File: config.mk
export PLATFORM = sky130hd
export DESIGN_NAME = matrix_mem_loader
export DESIGN_NICKNAME = d
export VERILOG_FILES = /design/src/rtl/matrix_proc_pkg.sv /design/src/rtl/byte_word_packer.sv /design/src/rtl/matrix_mem_loader.sv
export SDC_FILE = /design/constraint.sdc
export NUM_CORES = 1
export LEC_CHECK = 0
export ABC_CLOCK_PERIOD_IN_PS = 7390
export BUFFER_PORTS_ARGS = -buffer_cell sky130_fd_sc_hd__buf_2
export CAP_MARGIN = 20
export CORE_UTILIZATION = 42
export CTS_CLUSTER_SIZE = 20
export DETAILED_ROUTE_END_ITERATION = 8
export GPL_ROUTABILITY_DRIVEN = 1
export SETUP_SLACK_MARGIN = 0.15
export SLEW_MARGIN = 20
export SYNTH_ARGS = -nofsm -noshare
export SYNTH_HDL_FRONTEND = slang
export SYNTH_SLANG_ARGS = --single-unit
File: constraint.sdc
create_clock -name clk -period 7.39 [get_ports clk]
set_input_delay 1.478 -clock clk [delete_from_list [all_inputs] [get_ports clk]]
set_output_delay 1.478 -clock clk [all_outputs]
set_load 0.03 [all_outputs]
File: src/rtl/matrix_proc_pkg.sv
// Shared definitions for the matrix processor host loader: FSM states,
// header word locations and the bytes-per-word helper.
package matrix_proc_pkg;

  typedef enum logic [3:0] {
    IDLE,
    HDR1,
    LOAD,
    WRITE,
    CHK,
    RUN,
    RD_HDR,
    DUMP_RD,
    DUMP_TX
  } loader_state_e;

  localparam int R_START_LOC = 5;
  localparam int R_END_LOC   = 8;

  function automatic int bytes_per_word(input int data_width);
    return (data_width + 7) / 8;
  endfunction

endpackage

File: src/rtl/byte_word_packer.sv
// Byte/word shift register shared by the load path (bytes in, LSB first)
// and the dump path (word in, bytes out LSB first), with a byte counter.
module byte_word_packer #(
  parameter int WORD_WIDTH     = 36,
  parameter int BYTES_PER_WORD = 5
) (
  input  logic                  clk,
  input  logic                  rst,
  input  logic                  shift_in_i,
  input  logic [7:0]            byte_i,
  input  logic                  load_i,
  input  logic [WORD_WIDTH-1:0] word_i,
  input  logic                  shift_out_i,
  output logic [WORD_WIDTH-1:0] word_o,
  output logic [7:0]            byte_o,
  output logic                  last_o
);

  localparam int SR_WIDTH  = BYTES_PER_WORD * 8;
  localparam int CNT_WIDTH = $clog2(BYTES_PER_WORD + 1);
  localparam logic [CNT_WIDTH-1:0] LAST_IDX = CNT_WIDTH'(BYTES_PER_WORD - 1);

  logic [SR_WIDTH-1:0]  sr_q, sr_d;
  logic [CNT_WIDTH-1:0] cnt_q, cnt_d;
  logic [7:0]           top_byte;

  // New bytes enter at the top so the first byte received ends up in bits [7:0].
  assign top_byte = shift_in_i ? byte_i : 8'h00;

  always_comb begin
    sr_d  = sr_q;
    cnt_d = cnt_q;
    if (load_i) begin
      sr_d  = SR_WIDTH'(word_i);
      cnt_d = '0;
    end else if (shift_in_i || shift_out_i) begin
      sr_d  = SR_WIDTH'({top_byte, sr_q} >> 8);
      cnt_d = last_o ? '0 : cnt_q + CNT_WIDTH'(1);
    end
  end

  always_ff @(posedge clk) begin
    if (rst) begin
      sr_q  <= '0;
      cnt_q <= '0;
    end else begin
      sr_q  <= sr_d;
      cnt_q <= cnt_d;
    end
  end

  assign word_o = sr_q[WORD_WIDTH-1:0];
  assign byte_o = sr_q[7:0];
  assign last_o = (cnt_q == LAST_IDX);

endmodule

File: src/rtl/matrix_mem_loader.sv
// Host load/run/unload controller for the matrix processor data memory.
// Optional trailing XOR checksum byte: define LOADER_CHECKSUM_EN.
module matrix_mem_loader
  import matrix_proc_pkg::*;
#(
  parameter int REG_WIDTH           = 12,
  parameter int CORE_COUNT          = 3,
  parameter int DATA_MEM_ADDR_WIDTH = 12
) (
  input  logic                                clk,
  input  logic                                rst,
  input  logic [7:0]                          rx_data,
  input  logic                                rx_valid,
  output logic                                rx_ready,
  output logic [7:0]                          tx_data,
  output logic                                tx_valid,
  input  logic                                tx_ready,
  output logic                                mem_sel,
  output logic [DATA_MEM_ADDR_WIDTH-1:0]      mem_addr,
  output logic                                mem_wr_en,
  output logic [REG_WIDTH*CORE_COUNT-1:0]     mem_wr_data,
  input  logic [REG_WIDTH*CORE_COUNT-1:0]     mem_rd_data,
  output logic                                proc_start,
  input  logic                                proc_done,
  output logic                                busy,
  output logic                                err
);

  localparam int DATA_MEM_WIDTH = REG_WIDTH * CORE_COUNT;
  localparam int BYTES_PER_WORD = bytes_per_word(DATA_MEM_WIDTH);
  localparam int AW             = DATA_MEM_ADDR_WIDTH;

`ifdef LOADER_CHECKSUM_EN
  localparam bit CHK_EN = 1'b1;
`else
  localparam bit CHK_EN = 1'b0;
`endif

  loader_state_e        state_q;
  logic [1:0]           phase_q;
  logic                 rx_ready_q;
  logic                 tx_valid_q;
  logic                 mem_sel_q;
  logic [AW-1:0]        mem_addr_q;
  logic                 mem_wr_en_q;
  logic                 proc_start_q;
  logic                 busy_q;
  logic                 err_q;
  logic [7:0]           hdr_lo_q;
  logic [7:0]           csum_q;
  logic [AW-1:0]        words_left_q;
  logic [REG_WIDTH-1:0] r_start_q;
  logic [REG_WIDTH-1:0] r_end_q;
  logic [REG_WIDTH-1:0] r_cur_q;

  logic                 rx_fire;
  logic                 tx_fire;
  logic [AW-1:0]        hdr_n;
  logic [REG_WIDTH-1:0] rd_reg;
  logic [REG_WIDTH-1:0] r_next;
  logic                 pk_shift_in;
  logic                 pk_load;
  logic                 pk_last;
  logic [7:0]           pk_byte;
  logic [DATA_MEM_WIDTH-1:0] pk_word;

  assign rx_fire     = rx_valid && rx_ready_q;
  assign tx_fire     = tx_valid_q && tx_ready;
  assign hdr_n       = AW'({rx_data, hdr_lo_q});
  assign rd_reg      = mem_rd_data[REG_WIDTH-1:0];
  assign r_next      = r_cur_q + REG_WIDTH'(1);
  assign pk_shift_in = rx_fire && (state_q == LOAD);
  assign pk_load     = (state_q == DUMP_RD) && (phase_q == 2'd1);

  byte_word_packer #(
    .WORD_WIDTH     (DATA_MEM_WIDTH),
    .BYTES_PER_WORD (BYTES_PER_WORD)
  ) u_packer (
    .clk         (clk),
    .rst         (rst),
    .shift_in_i  (pk_shift_in),
    .byte_i      (rx_data),
    .load_i      (pk_load),
    .word_i      (mem_rd_data),
    .shift_out_i (tx_fire),
    .word_o      (pk_word),
    .byte_o      (pk_byte),
    .last_o      (pk_last)
  );

  always_ff @(posedge clk) begin
    if (rst) begin
      state_q      <= IDLE;
      phase_q      <= '0;
      rx_ready_q   <= 1'b0;
      tx_valid_q   <= 1'b0;
      mem_sel_q    <= 1'b1;
      mem_addr_q   <= '0;
      mem_wr_en_q  <= 1'b0;
      proc_start_q <= 1'b0;
      busy_q       <= 1'b0;
      err_q        <= 1'b0;
      hdr_lo_q     <= '0;
      csum_q       <= '0;
      words_left_q <= '0;
      r_start_q    <= '0;
      r_end_q      <= '0;
      r_cur_q      <= '0;
    end else begin
      if (rx_fire) csum_q <= (state_q == IDLE) ? rx_data : (csum_q ^ rx_data);
      case (state_q)
        IDLE: begin
          rx_ready_q <= 1'b1;
          if (rx_fire) begin
            hdr_lo_q   <= rx_data;
            mem_addr_q <= '0;
            busy_q     <= 1'b1;
            state_q    <= HDR1;
          end
        end
        HDR1: begin
          if (rx_fire) begin
            words_left_q <= hdr_n;
            if (hdr_n != '0) begin
              state_q <= LOAD;
            end else if (CHK_EN) begin
              state_q <= CHK;
            end else begin
              rx_ready_q   <= 1'b0;
              proc_start_q <= 1'b1;
              mem_sel_q    <= 1'b0;
              state_q      <= RUN;
            end
          end
        end
        LOAD: begin
          if (rx_fire && pk_last) begin
            rx_ready_q  <= 1'b0;
            mem_wr_en_q <= 1'b1;
            state_q     <= WRITE;
          end
        end
        WRITE: begin
          mem_wr_en_q  <= 1'b0;
          mem_addr_q   <= mem_addr_q + AW'(1);
          words_left_q <= words_left_q - AW'(1);
          if (words_left_q != AW'(1)) begin
            rx_ready_q <= 1'b1;
            state_q    <= LOAD;
          end else if (CHK_EN) begin
            rx_ready_q <= 1'b1;
            state_q    <= CHK;
          end else begin
            proc_start_q <= 1'b1;
            mem_sel_q    <= 1'b0;
            state_q      <= RUN;
          end
        end
        CHK: begin
          if (rx_fire) begin
            rx_ready_q <= 1'b0;
            if (rx_data == csum_q) begin
              proc_start_q <= 1'b1;
              mem_sel_q    <= 1'b0;
              state_q      <= RUN;
            end else begin
              err_q   <= 1'b1;
              busy_q  <= 1'b0;
              state_q <= IDLE;
            end
          end
        end
        RUN: begin
          if (proc_done) begin
            proc_start_q <= 1'b0;
            mem_sel_q    <= 1'b1;
            mem_addr_q   <= AW'(R_START_LOC);
            phase_q      <= '0;
            state_q      <= RD_HDR;
          end
        end
        RD_HDR: begin
          // Phase 0 issues R_end's read; phases 1/2 capture R_start/R_end data.
          case (phase_q)
            2'd0: begin
              mem_addr_q <= AW'(R_END_LOC);
              phase_q    <= 2'd1;
            end
            2'd1: begin
              r_start_q <= rd_reg;
              phase_q   <= 2'd2;
            end
            default: begin
              r_end_q <= rd_reg;
              phase_q <= '0;
              if (rd_reg < r_start_q) begin
                busy_q  <= 1'b0;
                state_q <= IDLE;
              end else begin
                r_cur_q    <= r_start_q;
                mem_addr_q <= AW'(r_start_q);
                state_q    <= DUMP_RD;
              end
            end
          endcase
        end
        DUMP_RD: begin
          if (phase_q == 2'd0) begin
            phase_q <= 2'd1;
          end else begin
            phase_q    <= '0;
            tx_valid_q <= 1'b1;
            state_q    <= DUMP_TX;
          end
        end
        DUMP_TX: begin
          if (tx_fire && pk_last) begin
            tx_valid_q <= 1'b0;
            if (r_cur_q == r_end_q) begin
              busy_q  <= 1'b0;
              state_q <= IDLE;
            end else begin
              r_cur_q    <= r_next;
              mem_addr_q <= AW'(r_next);
              state_q    <= DUMP_RD;
            end
          end
        end
        default: state_q <= IDLE;
      endcase
    end
  end

  assign rx_ready    = rx_ready_q;
  assign tx_data     = pk_byte;
  assign tx_valid    = tx_valid_q;
  assign mem_sel     = mem_sel_q;
  assign mem_addr    = mem_addr_q;
  assign mem_wr_en   = mem_wr_en_q;
  assign mem_wr_data = pk_word;
  assign proc_start  = proc_start_q;
  assign busy        = busy_q;
  assign err         = err_q;

endmodule

**Word level (Yosys, flattened, before mapping)**

Cells that the tools add are included.

- Bits in registers: 132
- Input bits: 49
- Output and inout bits: 63
- Word-level logic and storage cells: 160

- Add/sub/neg operators: 4
- Order comparisons: 1
- Equal/unequal tests: 32
- Mux-type cells: 65
- Bitwise gates (word level): 3
- Reductions and logical operators: 36

Operator list:

| cell | count |
|---|---|
| $mux 12 | 7 |
| $mux 36 | 2 |
| $pmux 12 s2 | 3 |
| $pmux 12 s5 | 1 |
| $pmux 4 s9 | 1 |
| $ne 2x2->1 const B | 17 |
| $mux 4 | 8 |
| $mux 1 | 26 |
| $add 12x1->12 const B | 2 |
| $mux 3 | 6 |
| $eq 4x3->1 const B | 4 |
| $mux 8 | 2 |
| $reduce_and 8->1 | 2 |
| $reduce_and 7->1 | 2 |
| $eq 12x12->1 | 1 |
| $lt 12x12->1 | 1 |
| $ne 12x1->1 const B | 1 |
| $pmux 1 s4 | 3 |
| $reduce_and 2->1 | 6 |
| $reduce_bool 12->1 | 1 |
| $sub 12x1->12 const B | 1 |
| $reduce_bool 2->1 | 5 |
| $reduce_bool 5->1 | 2 |
| $eq 4x2->1 const B | 2 |
| other kinds (25) | 35 |

**Logic depth before layout (Yosys ltp)**

Gate-level depths: netlist of run 1.

- Word-level depth: 5
- Mapped depth: 9

**Modules after synthesis**

From an unflattened synthesis of run 1, not the netlist that was laid out.

- Cell total of the unflattened synthesis: 992
- Area, all modules: 8244.2 sq um

Modules (own cells, without submodules):

| module | times used | cells each | area each (sq um) | seq. area each (sq um) |
|---|---|---|---|---|
| matrix_mem_loader | 1 | 714 | 5539.1 | 1781.7 |
| byte_word_packer | 1 | 278 | 2705.1 | 860.8 |

**Worst setup path before layout of run 1**

OpenSTA, ideal clock, no wires.

- Path type: input to register
- Start: input port mem_rd_data[11]
- End: register mem_addr_q[7] (netlist: mem_addr[7])
- Setup time: 88 ps
- Arrival time: 3256 ps
- Data required time: 7302 ps
- Setup slack: 4046 ps
- Cell stages on the path: 8
- Path through: ha_1 > nand4_1 > or2_2 > o31a_1 > a32oi_4 > buf_6 > nor2_2 > a311oi_2

- Cells in the longest elaborated chain, start to end: 3

RTL lines:

| element | line | text |
|---|---|---|
| from (decl) | matrix_mem_loader.sv:22 | `input logic [REG_WIDTH*CORE_COUNT-1:0] mem_rd_data,` |
| $lt 12x12->1 | matrix_mem_loader.sv:196 | `if (rd_reg < r_start_q) begin` |
| $ne 3x3->1 (no line) | n/a |  |
| $reduce_and 7->1 (no line) | n/a |  |
| to (signal assigned) | matrix_mem_loader.sv:186 | `mem_addr_q <= AW'(R_END_LOC);` |
| to (signal assigned) | matrix_mem_loader.sv:201 | `mem_addr_q <= AW'(r_start_q);` |
| to (signal assigned) | matrix_mem_loader.sv:224 | `mem_addr_q <= AW'(r_next);` |
| to (decl) | matrix_mem_loader.sv:44 | `logic [AW-1:0] mem_addr_q;` |

Every way passes these cells.
A chain may end at the register's enable or synchronous reset.

**Worst setup path in the final report of run 1**

- Start: input port mem_rd_data[11]
- End: register mem_addr_q[5] (netlist: mem_addr[5])

Same word-level chain as after synthesis.

==> key figures, run 1 <==
Yosys
  – Most common cell in the synthesized netlist: dfxtp_1
  – Synth async-reset ratio: 0
  – Ys Warns: 0
  – Synthesized area: around 0.0074 mm2
  – EDFF count, synth: 0
  – Largest family of logic cells by synthesized area: compound AO/OA/AOI/OAI gates
  – Mux contribution to synthesized area: 0.0607
  – Post-synthesis average cell area: just over 8 um2
  – Synth Area in Adders: 0.0300
  – Netlist cell types: between 70 and 80
  – Synth Instances: between 900 and 1000
  – Most area-consuming cells after synthesis: dfxtp_1 (36%), mux2i_1 (5.9%), nor2_1 (5.0%), buf_4 (4.7%), a211oi_1 (4.6%)
  – Register area share after synthesis: 0.355
  – Post-synthesis compound-gate area fraction: 0.228
  – Synth top cells by count: dfxtp_1 (132), nor2_1 (100), nand2_1 (89)
  – Number of synthesized register bits: 132
  – Synth top area share: 0.355
  – Most common flop cell mapped by yosys: dfxtp_1
  – Synthesized net count: a little under 1000
  – Post-synth top area cell: dfxtp_1
  – Xor/xnor share of the synthesized area: 0.0436
  – Simple-Gate Fraction of Synth Area: 0.187

Power
  – Switching share of power: 0.316
  – Switching Power: between 600 and 700 uW
  – Clock share of power: 0.416
  – Worst VDD drop: approximately 170 uV
  – P per Cell Area: ~260 mW/mm2
  – Total Power: 2190 uW
  – Lkg Pwr: 0.00304 uW
  – Flop pwr share: 0.385
  – Cell-internal power: 1500 uW
  – Comb power frac: 0.200

STA
  – Maximum clock frequency: 269 MHz
  – Tmin final: between 3 and 4 ns
  – Clk_skew: 0.00750 ns
  – RSZ-0062 raised after global routing: false
  – Worst-Margin Slew: around 1 ns
  – Final setup vio count: 0
  – Slew margin rel.: 0.332
  – Final slew viol count: 0
  – Setup TNS: 0 ns
  – Fin. Hold Viols: 0
  – Tcrit/Tclk final: 0.502

Job
  – Max_cap viols: 0

Placed design
  – Routability cong.: around 0.8
  – Placed cells: roughly 1200
  – # port buffers: between 100 and 150
  – HPWL Detailed: around 14000 um

Worst setup path
  – CP peak stage delay: ~0.73 ns
  – Crit-path slowest cell: a32oi_4
  – Critical Path, Cell by Cell: buf_2 > ha_1 > nand4_1 > or2_2 > o31a_1 > a32oi_4 > o21ai_0 > a32o_1
  – CP bufs+invs: 1
  – Endpoint type of the worst setup path: register
  – WP data arrival: ~4.0 ns
  – Startpoint types: primary input
  – CP required: roughly 7.7 ns
  – Setup CP Type: primary input to register
  – Delay-heaviest family, CP: compound AO/OA/AOI/OAI gates
  – Largest fanout on the critical path: 24

Detailed routing
  – TritonRoute pass-1 iters: 7
  – Initial DRC Count: 530
  – Routed vias/inst: around 5.7
  – Post-DR wirelength/cell: about 17 um
  – Detail Route Antenna Nets: 0
  – DRC Markers: 0
  – Routed WL: a little over 20000 um
  – Vias post-DR: about 6800

Global route
  – Global-route usage over all layers: 0.236
  – Vias in the first global route: approximately 6300
  – Largest net degree at the start of global routing: between 70 and 80
  – Initial antenna violation count: 0
  – GRT overflow: 0
  – First-pass GRT wire length: about 34000 um

Floorplanning
  – DIE AREA: between 0.015 and 0.02 mm2
  – Die height: between 100 and 150 um
  – Io pins: approximately 110
  – Initial core utilization: 0.430
  – Die width: between 100 and 150 um
  – Num rows: 48
  – Core area: approximately 0.017 mm2

Clock tree
  – Hold_buf cts: 0
  – Clk_lat worst skew: ~0.42 ns
  – Clock transition at the registers of the reported paths: roughly 0.060 ns
  – Total CTS buffers: 17
  – CTS root buf: clkbuf_16
  – CTS Sinks: 132
  – Setup Buffers After CTS: 0
  – PostCTS Resize Cnt: 0
  – CTS tree: yes
  – H-tree levels: 4
  – Clock Tree Buf Depth: 2

Layout
  – Layout fillers: 1727
  – Syn-to-layout area delta: 12.5%
  – Final Core Density: 0.484
  – Antenna cells: 0
  – Fin cells: between 1000 and 1500
  – Final net count: between 1000 and 1500
  – Layout cells sized above 1: 0.175

Run status
  – Status: finished, final reports clean

Worst hold path
  – Type of the most critical hold path: register to register
## worst register-to-register path, cell delays in order (launching register included)
cell	delay [ns]
dfxtp_1	0.87
nor4bb_1	0.88
nand2_1	0.13
o311a_1	0.20
a32oi_4	0.64
o21ai_0	0.20
a32o_1	0.30
## logic make-up after synthesis
family          count (synthesis)
flops                         132
mux                            45
compound gates                247
fa+ha+maj                      18
simple gates                  303
buf+inv                       135
xor+xnor                       37
## registers in the layout, indices dropped and copies added (netlist names)
| name | count |
|---|---|
| u_packer.sr_q | 40 |
| mem_addr | 12 |
| r_cur_q | 12 |
| r_end_q | 12 |
| r_start_q | 12 |
| words_left_q | 12 |
| csum_q | 8 |
| hdr_lo_q | 8 |
| state_q | 4 |
| u_packer.cnt_q | 3 |
| phase_q | 2 |
| busy | 1 |
| err | 1 |
| mem_sel | 1 |
| mem_wr_en | 1 |
| proc_start | 1 |
| rx_ready | 1 |
| tx_valid | 1 |
## per-layer routing
| metal | up-vias | track usage | routed length, um |
|---|---|---|---|
| li1 | 3345 | - | - |
| met1 | 3229 | 0.317 | 9710 |
| met2 | 152 | 0.386 | 9760 |
| met3 | 25 | 0.0417 | 752 |
| met4 | 0 | 0.0680 | 241 |
| met5 | - | 0 | 0 |
## power groups by stage
stage,clock network [uW],logic [uW],registers [uW]
after floorplan,0,321,866
after global placement,0,432,856
after detailed placement,0,435,855
after CTS,924,437,840
after global routing,953,487,852
final,910,437,842
## layout make-up
cell class	count	area [um2]	area share
multi-input cells	650	4090	0.489
flip-flops and latches	132	2640	0.316
repair buffers	120	626	0.0748
clock buffers	18	429	0.0513
well taps	225	282	0.0337
clock inverters	14	198	0.0236
inverters	25	93.8	0.0112
## cell usage in the layout, fill, tap and decap left out, types with 15 or more instances in the layout
master / count
dfxtp_1: 132
nor3_1: 20
nand3_1: 30
a21oi_1: 66
nand4_1: 15
xnor2_1: 29
clkbuf_16: 17
nand2_1: 89
mux2i_1: 44
ha_1: 17
a211oi_1: 46
a22oi_1: 17
nor2_1: 100
inv_1: 24
o21ai_0: 42
buf_2: 110
## per-stage QoR
stage	hold slack, ns	area [um2]	setup slack (ns)
2_1_floorplan	0.449	7440	4.05
3_3_place_gp	0.451	7740	3.35
3_5_place_dp	0.454	7740	3.28
4_1_cts	0.471	8360	3.69
5_1_grt	0.485	8360	3.51
6_report	0.464	8360	3.68
## worst paths after layout
path / depth (start not counted) / slack (ns) / to / start
max: 8 / 3.68 / mem_addr[5] / mem_rd_data[11]
min: 2 / 0.46 / mem_sel / mem_sel
max reg2reg: 6 / 4.06 / mem_addr[5] / state_q[0]
min reg2reg: 2 / 0.46 / mem_sel / mem_sel
(Power assumes the default switching activity.)
==> run 2, diff against run 1 <==
--- a/config.mk
+++ b/config.mk
@@ -5,7 +5,7 @@
 export SDC_FILE = /design/constraint.sdc
 export NUM_CORES = 1
 export LEC_CHECK = 0
-export ABC_CLOCK_PERIOD_IN_PS = 7390
+export ABC_CLOCK_PERIOD_IN_PS = 3750
 export BUFFER_PORTS_ARGS = -buffer_cell sky130_fd_sc_hd__buf_2
 export CAP_MARGIN = 20
 export CORE_UTILIZATION = 42
==> constraint.sdc (replaced) <==
create_clock -name clk -period 3.75 [get_ports clk]
set_input_delay 0.75 -clock clk [delete_from_list [all_inputs] [get_ports clk]]
set_output_delay 0.75 -clock clk [all_outputs]
set_load 0.03 [all_outputs]
==> run 2 against run 1 <==
  * Clock power increased by 93%
  * Global-route usage shrank 0.71 points
  * Power grew 97%
  * Via count down 0.30%
  * Non-clock buffer count up 10
  * Critical path depth grew 1
  * Wire length is 0.65% higher
  * Die area unchanged
  * Register-to-register slack worse by 3.0 ns
  * Core utilization is 0.62 points higher
  * Flip-flop and latch count unchanged
  * Highest routed layer unchanged
==> key figures, run 2 (synthesis results as in run 1) <==
Worst setup path
  – Delay-heaviest family, CP: compound AO/OA/AOI/OAI gates
  – WP depth: 9
  – Startpoint types: register
  – CP required: slightly above 4 ns
  – Endpoint type of the worst setup path: register
  – Setup CP Type: register to register
  – CP bufs+invs: 2
  – CP peak stage delay: around 0.42 ns
  – Crit-path slowest cell: dfxtp_1
  – Critical Path, Cell by Cell: inv_1 > ha_1 > nand4_1 > or2_2 > o31a_1 > a32oi_4 > buf_4 > nor2_1 > a311oi_1
  – Largest fanout on the critical path: 11
  – Worst Setup EP: mem_addr[0]
  – CP Launch Point: r_start_q[11]
  – RR Endpoint: mem_addr[0]
  – FF-to-FF setup slack: between 1 and 1.5 ns
  – WP data arrival: roughly 3.0 ns
  – Worst r2r src: r_start_q[11]
  – Cell depth of the worst flop-to-flop path: 9

Detailed routing
  – DRC Markers: 0
  – Detail Route Antenna Nets: 0
  – Routed vias/inst: around 5.7
  – Post-DR wirelength/cell: about 17 um
  – Routed WL: 20600 um
  – TritonRoute pass-1 iters: 5
  – Vias post-DR: about 6700
  – Initial DRC Count: 547

Global route
  – Met2 Track Usage GR: 0.369
  – Global-route met3 utilization: 0.0473
  – First-pass GRT wire length: about 33000 um
  – GRT overflow: 0
  – Initial antenna violation count: 0
  – GR peak layer: met2
  – Global-route usage over all layers: 0.229
  – Grt met1 use: 0.305
  – Vias in the first global route: 6155
  – Largest net degree at the start of global routing: 126

STA
  – Clk_skew: 0.00633 ns
  – RSZ-0062 raised after global routing: false
  – Setup TNS: 0 ns
  – Slew margin rel.: 0.428
  – Worst-Margin Slew: around 0.85 ns
  – Final setup vio count: 0
  – Tcrit/Tclk final: 0.720
  – Fin. Hold Viols: 0
  – Tmin final: approximately 2.7 ns
  – Final slew viol count: 0
  – Maximum clock frequency: approximately 370 MHz

Clock tree
  – PostCTS Resize Cnt: 0
  – Clock transition at the registers of the reported paths: about 0.05 ns
  – CTS tree: yes
  – Clock Tree Buf Depth: 2
  – CTS root buf: clkbuf_16
  – Setup Buffers After CTS: 0
  – Hold_buf cts: 0
  – Clk_lat worst skew: 0.42 ns
  – CTS Sinks: roughly 130
  – H-tree levels: 4
  – Total CTS buffers: 17

Power
  – Total Power: 4310 uW
  – Comb power frac: 0.215
  – Flop pwr share: 0.376
  – Worst VDD drop: 326 uV
  – P per Cell Area: 508 mW/mm2
  – Lkg Pwr: approximately 0.0031 uW
  – Switching Power: 1300 uW
  – Clock share of power: 0.409
  – Cell-internal power: between 3000 and 4000 uW
  – Switching share of power: 0.302

Floorplanning
  – DIE AREA: 0.0182 mm2
  – Die width: 135 um
  – Io pins: approximately 110
  – Die height: approximately 140 um
  – Core area: between 0.015 and 0.02 mm2
  – Num rows: 48
  – Initial core utilization: 0.430

Placed design
  – Routability cong.: around 0.85
  – HPWL Detailed: approximately 14000 um
  – # port buffers: between 100 and 150

Layout
  – Max FFs per register: 40
  – Most flop-heavy register: u_packer.sr_q
  – Syn-to-layout area delta: 13.9%
  – Final net count: 1022
  – Most frequent cells in the layout: dfxtp_1 (132), buf_2 (110), nor2_1 (100), nand2_1 (89), a21oi_1 (66)
  – Antenna cells: 0
  – Layout fillers: 1720
  – Area of the multi-input gates: 0.00409 mm2
  – Most common cell after layout, fill and taps aside: dfxtp_1
  – Register area: ~0.0026 mm2
  – Layout cells sized above 1: 0.181

Worst hold path
  – Hold depth: 1
  – Hold path start: proc_start
  – Type of the most critical hold path: register to register

Run status
  – Status: finished, final reports clean

Job
  – Max_cap viols: 0
[run 2: cell types whose count changed in the layout (fill, tap and decap cells not counted), sizes merged]
cell | before | now
buf | 120 | 130
clkinv | 4 | 2
inv | 29 | 24
clkbuf | 18 | 21
clkinvlp | 2 | 3
[run 2: area by class of cell]
type | instances | share of cell area
multi-input combinational | 650 | 0.483
timing repair buffer | 130 | 0.0871
sequential | 132 | 0.312
clock inverter | 8 | 0.0179
inverter | 25 | 0.0111
tap | 225 | 0.0332
clock buffer | 21 | 0.0555
[run 2: through the flow]
step | worst slack [ns] | util | hold slack [ns] | area, um2 | std cells
detailed placement | 0.663 | 0.454 | 0.456 | 7850 | 1162
floorplan | 1.13 | - | 0.449 | 7440 | 917
global route | 0.873 | 0.490 | 0.478 | 8470 | 1191
finish | 1.05 | 0.490 | 0.462 | 8470 | 1191
global placement | 0.718 | 0.454 | 0.455 | 7850 | 1162
CTS | 1.04 | 0.490 | 0.469 | 8470 | 1191
[run 2: how the worst min path moves through the flow]
stage / end / slack [ns]
4_1_cts: proc_start / 0.47
3_5_place_dp: proc_start / 0.46
2_1_floorplan: r_start_q[1] / 0.45
3_3_place_gp: proc_start / 0.45
5_1_grt: proc_start / 0.48
6_report: proc_start / 0.46
[run 2: power by group through the flow]
stage	clock, uW	combinational (uW)	sequential, uW
2_1_floorplan	0	632	1710
3_5_place_dp	0	921	1650
3_3_place_gp	0	924	1650
4_1_cts	1790	925	1620
5_1_grt	1850	1010	1640
6_report	1760	926	1620
[run 2: routing by layer]
layer  vias up  part of all wire
met5         -                 0
met4         0             0.011
met3        15             0.040
met2       152              0.48
met1      3202              0.47
li1       3362                 -
